[src/rtl/adc_frame_packer.sv]
// Packs qualified ADC samples LSB-first into words, delimits frames on eof,
// and buffers words in a first-word-fall-through FIFO behind a valid/ready port.
module adc_frame_packer #(
    parameter int ADC_W      = 4,
    parameter int WORD_W     = 32,
    parameter int FIFO_DEPTH = 8,
    parameter int CNT_W      = 16
) (
    input  logic                              clk,
    input  logic                              rst,
    input  logic                              sample_en,
    input  logic [ADC_W-1:0]                  adc_in,
    input  logic                              eof,
    output logic [WORD_W-1:0]                 m_data,
    output logic [$clog2(WORD_W/ADC_W):0]     m_nsamp,
    output logic                              m_last,
    output logic                              m_valid,
    input  logic                              m_ready,
    output logic                              overflow,
    output logic [CNT_W-1:0]                  sample_cnt,
    output logic [CNT_W-1:0]                  frame_cnt
);
    localparam int N     = WORD_W / ADC_W;
    localparam int NS_W  = $clog2(N) + 1;
    localparam int IDX_W = (N > 1) ? $clog2(N) : 1;
    localparam int PTR_W = $clog2(FIFO_DEPTH);

    logic [IDX_W-1:0]  idx_q, idx_d;
    logic [WORD_W-1:0] pack_q, pack_d;
    logic [WORD_W-1:0] word_s;
    logic [NS_W-1:0]   fill_s, push_nsamp_s;
    logic              push_s, push_last_s, push_ok_s, pop_s;

    logic [WORD_W-1:0] data_mem_q  [FIFO_DEPTH];
    logic [NS_W-1:0]   nsamp_mem_q [FIFO_DEPTH];
    logic              last_mem_q  [FIFO_DEPTH];
    logic [PTR_W-1:0]  wr_ptr_q, wr_ptr_d, rd_ptr_q, rd_ptr_d;
    logic [PTR_W:0]    count_q, count_d;
    logic              overflow_q, overflow_d;
    logic [CNT_W-1:0]  sample_cnt_q, sample_cnt_d, frame_cnt_q, frame_cnt_d;

    // Packer: pack_q keeps unused lanes zero, so a partial or empty word needs no masking
    always_comb begin
        word_s = pack_q;
        if (sample_en) begin
            word_s[idx_q*ADC_W +: ADC_W] = adc_in;
        end else begin
            word_s = pack_q;
        end
        fill_s       = NS_W'(idx_q) + NS_W'(sample_en);
        push_s       = 1'b0;
        push_nsamp_s = '0;
        push_last_s  = 1'b0;
        if (sample_en && (idx_q == IDX_W'(N - 1))) begin
            push_s       = 1'b1;
            push_nsamp_s = NS_W'(N);
            push_last_s  = eof;
        end else if (eof) begin
            push_s       = 1'b1;
            push_nsamp_s = fill_s;
            push_last_s  = 1'b1;
        end else begin
            push_s = 1'b0;
        end
        if (push_s) begin
            idx_d  = '0;
            pack_d = '0;
        end else if (sample_en) begin
            idx_d  = idx_q + IDX_W'(1);
            pack_d = word_s;
        end else begin
            idx_d  = idx_q;
            pack_d = pack_q;
        end
    end

    // FIFO control and frame/sample counters
    always_comb begin
        pop_s     = m_valid && m_ready;
        push_ok_s = push_s && ((count_q < (PTR_W+1)'(FIFO_DEPTH)) || pop_s);
        wr_ptr_d  = push_ok_s ? (wr_ptr_q + PTR_W'(1)) : wr_ptr_q;
        rd_ptr_d  = pop_s ? (rd_ptr_q + PTR_W'(1)) : rd_ptr_q;
        count_d   = count_q + (PTR_W+1)'(push_ok_s) - (PTR_W+1)'(pop_s);
        overflow_d = overflow_q || (push_s && !push_ok_s);
        frame_cnt_d = eof ? (frame_cnt_q + CNT_W'(1)) : frame_cnt_q;
        if (eof) begin
            sample_cnt_d = '0;
        end else if (sample_en && (sample_cnt_q != '1)) begin
            sample_cnt_d = sample_cnt_q + CNT_W'(1);
        end else begin
            sample_cnt_d = sample_cnt_q;
        end
    end

    // State registers, including FIFO storage
    always_ff @(posedge clk) begin
        if (rst) begin
            idx_q        <= '0;
            pack_q       <= '0;
            wr_ptr_q     <= '0;
            rd_ptr_q     <= '0;
            count_q      <= '0;
            overflow_q   <= 1'b0;
            sample_cnt_q <= '0;
            frame_cnt_q  <= '0;
            for (int i = 0; i < FIFO_DEPTH; i++) begin
                data_mem_q[i]  <= '0;
                nsamp_mem_q[i] <= '0;
                last_mem_q[i]  <= 1'b0;
            end
        end else begin
            idx_q        <= idx_d;
            pack_q       <= pack_d;
            wr_ptr_q     <= wr_ptr_d;
            rd_ptr_q     <= rd_ptr_d;
            count_q      <= count_d;
            overflow_q   <= overflow_d;
            sample_cnt_q <= sample_cnt_d;
            frame_cnt_q  <= frame_cnt_d;
            if (push_ok_s) begin
                data_mem_q[wr_ptr_q]  <= word_s;
                nsamp_mem_q[wr_ptr_q] <= push_nsamp_s;
                last_mem_q[wr_ptr_q]  <= push_last_s;
            end
        end
    end

    assign m_data     = data_mem_q[rd_ptr_q];
    assign m_nsamp    = nsamp_mem_q[rd_ptr_q];
    assign m_last     = last_mem_q[rd_ptr_q];
    assign m_valid    = (count_q != '0);
    assign overflow   = overflow_q;
    assign sample_cnt = sample_cnt_q;
    assign frame_cnt  = frame_cnt_q;
endmodule

[config.mk]
export PLATFORM = sky130hd
export DESIGN_NAME = adc_frame_packer
export DESIGN_NICKNAME = d
export VERILOG_FILES = /design/src/rtl/adc_frame_packer.sv
export SDC_FILE = /design/constraint.sdc
export NUM_CORES = 1
export LEC_CHECK = 0
export ABC_AREA = 1
export CELL_PAD_IN_SITES_DETAIL_PLACEMENT = 1
export CELL_PAD_IN_SITES_GLOBAL_PLACEMENT = 1
export CORE_MARGIN = 2
export CORE_UTILIZATION = 35
export CTS_BUF_LIST = sky130_fd_sc_hd__clkbuf_4 sky130_fd_sc_hd__clkbuf_8 sky130_fd_sc_hd__clkbuf_16
export DETAILED_ROUTE_END_ITERATION = 10
export HOLD_SLACK_MARGIN = 0.08
export PLACE_DENSITY = 0.72
export SLEW_MARGIN = 20
export SYNTH_ARGS = -nofsm -noshare
export SYNTH_HDL_FRONTEND = slang
export SYNTH_SLANG_ARGS = --single-unit
export TNS_END_PERCENT = 5
[constraint.sdc]
create_clock -name clk -period 4 [get_ports clk]
set_clock_uncertainty 0.1 [all_clocks]
set_input_delay 1 -clock clk [delete_from_list [all_inputs] [get_ports clk]]
set_output_delay 1 -clock clk [all_outputs]
set_load 0.005 [all_outputs]
==> results.yml <==
cells_and_area:
  syn_to_final_growth_pct: 17.73
  num_antenna_cells: 0
  layout_commonest_cell: "nor2_1"
  drive_gt1_share_pct: 9.793
  utilization_pct: 41.50
  fin_nets: 1830
  fin_area_mm2: 0.01969
  layout.cells.non_filler: 2453
  layout_common_cells: "634 x nor2_1, 296 x edfxtp_1, 164 x o21ai_0"
drt:
  wl_per_cell_um: 20.43
  wirelength_met1_mm: 22.04
  dr.pass1.iters: 5
  drtAntennaViolNets: 0
  top_layer: "met5"
  routed-wl-met3_mm: 2.730
  via_per_inst: 5.264
  drc: 0
  drtIter0Drc: 882
  wl_met2_mm: 24.40
  routed_wl_mm: 50.12
  num_vias: 12912
global_routing:
  antenna_found_initial: 1
  grtUsageTotal_pct: 20.45
  grt_pass1_wl_mm: 78.50
  grt_max_degree: 83
  overflow: 0
  grt_pass1_vias: 13954
synth:
  ys.flop_type: "edfxtp_1"
  ys_ff_latch: 377
  synth-edff-count: 296
  synth.area.top_cells: "edfxtp_1 53%, nor2_1 14%, dfxtp_1 9.7%"
  syn-cell-area_mm2: 0.01673
  yosysUniqueCellTypes: 36
  synth.net_count: 1764
  yosys.area.top_type: "edfxtp_1"
  synth_warnings: 0
  synth_top_cell_area_share_pct: 53.14
  ys_seq_area_share_pct: 62.84
  syn_avg_cell_area_um2: 9.624
  syn_inst: 1738
  ys_async_sr_fraction_pct: 0
pwr:
  p_seq_share_pct: 42.2
  p_total_mw: 10.78
  p_comb_share_pct: 22.3
  p_sw_share_pct: 29.42
  intPower_mw: 7.606
  p_per_area_mw_per_mm2: 547.3
  clkPwrFrac_pct: 35.5
  ir_drop_uv: 298.5
  p_leak_nw: 6.889
  p_sw_mw: 3.170
place:
  gp_congestion: 0.7986
  port_buffers: 79
  post-place-ws_ns: 0.5233
  dp.cells: 2374
  hpwl_mm: 28.91
  placedInstanceArea_mm2: 0.01828
floorplan:
  fp-row-count: 80
  initial_core_util_pct: 35.25
  die_height_um: 222.6
  io-pin-count: 80
  core-area_mm2: 0.04745
  die_w_um: 222.6
  die_area_mm2: 0.04955
critical_path:
  critPathRequiredTime_ns: 2.90
  arrival_ns: 2.78
  cpPeakStageDelay_ns: 0.57
  cpMaxStageDelayCell: "clkdlybuf4s50_1"
  path_cells: "inv_2, buf_4, o21ai_0, o22ai_1, nor2_1, a31oi_1, clkdlybuf4s50_1"
  path_class: "register to output port"
  cp-start-kind: "register"
  worstSetupEndpointType: "output port"
  path_max_fanout: 28
clock_network:
  clk_latency_ns: 0.58
  path_clk_slew_ns: 0.06
  tritoncts: "yes"
  numClockSinks: 377
  cts_max_level: 2
  root_buffer: "clkbuf_16"
  cts_buffers: 42
  clockBufferDepth: 3
timing:
  relSlewSlack_pct: 46.80
  tns_ns: 0
  setup_violations: 0
  slew_viol_final: 0
  finalHoldViolations: 0
  max_freq_ghz: 0.2580
  rsz0062_at_grt: "no"
  postLayoutSetupSlackWorst_ns: 0.1238
  hold_ws_ns: 0.3677
  min_period_over_period_pct: 96.91
  fin_crit_ns: 3.876
  worst-slew-pin-transition_ns: 0.7979
job:
  cap_violations: 0
min_path:
  min_path_type: "register to register"
run_status:
  status: "completed"
-- final timing paths --
kind / startpoint / to / slack, ns / depth (start not counted)
min: rd_ptr_q[2]$_SDFFE_PP0P_ / rd_ptr_q[2]$_SDFFE_PP0P_ / 0.37 / 2
max: register / m_data[9] / 0.12 / 7
min reg2reg: rd_ptr_q[2]$_SDFFE_PP0P_ / rd_ptr_q[2]$_SDFFE_PP0P_ / 0.37 / 2
max reg2reg: idx_q[0]$_SDFFE_PP0P_ / data_mem_q[4][4]$_SDFFCE_PN0P_ / 1.10 / 8
-- worst max-delay path: cells and delay by family (launching register included) --
family / cells / cell delay [ns]
buf+inv: 3 / 1.03
simple gates: 1 / 0.08
flops: 1 / 0.43
compound gates: 3 / 0.64
-- repair_timing --
item	CTS	global route
hold buffers	0	0
setup endpoints to repair	10	8
resized for setup	1	2
setup buffers	1	0
-- area by class of cell --
cell class | instances | area, µm²
clock buffers | 60 | 1241
repair buffers | 122 | 1254
well taps | 615 | 769.5
clock inverters | 18 | 133.9
fillers | 5328 | 27750
inverters | 77 | 291.5
flip-flops and latches | 377 | 10520
multi-input cells | 1184 | 5484
-- synth_stat cells, types with 2 or more instances --
cell type,number
dfxtp_1,81
nor4_4,2
nand4_1,7
o21a_1,3
a31oi_1,39
buf_2,24
buf_4,6
xnor2_1,5
xor2_1,4
inv_2,4
nor2_1,634
o21ai_0,164
nand3_1,32
a211oi_1,3
buf_1,6
o22ai_1,37
nand2_2,7
inv_1,73
o21ai_2,18
a21oi_2,7
nand2_1,138
o21ai_4,3
clkbuf_1,58
ha_1,16
edfxtp_1,296
a21oi_1,46
buf_6,6
nor3_1,6
nor2_2,6
-- power groups by stage --
| stage | sequential (mW) | combinational (mW) | clock [mW] |
|---|---|---|---|
| 2_1_floorplan | 4.55 | 1.33 | 0 |
| 3_3_place_gp | 4.63 | 2.31 | 0 |
| 3_5_place_dp | 4.64 | 2.37 | 0 |
| 4_1_cts | 4.54 | 2.44 | 3.91 |
| 5_1_grt | 4.57 | 2.66 | 4.05 |
| 6_report | 4.55 | 2.40 | 3.83 |
-- state kept, by name, summed over array words and instances, names as in the netlist, named ones only --
signal	count
wr_ptr_q	3
data_mem_q	256
count_q	4
nsamp_mem_q	32
sample_cnt	16
rd_ptr_q	3
frame_cnt	16
last_mem_q	8
idx_q	3
overflow	1
pack_q	32
-- cell families after synthesis --
logic type | count (synthesis) | share of synthesized area, %
adder cells (fa/ha/maj) | 17 | 1.317
flip-flops | 377 | 62.84
XOR/XNOR | 9 | 0.4712
AND/OR/NAND/NOR | 836 | 19.74
AO/OA/AOI/OAI | 322 | 11.08
buffers and inverters | 177 | 4.556
-- metal layers --
metal  global-route usage [%]  vias to the layer above
met4                    5.066                        2
li1                         -                     6011
met2                    35.48                      299
met1                    26.36                     6531
met3                    3.782                       69
met5                        0                        -
Power figures use the tool's default switching activity.
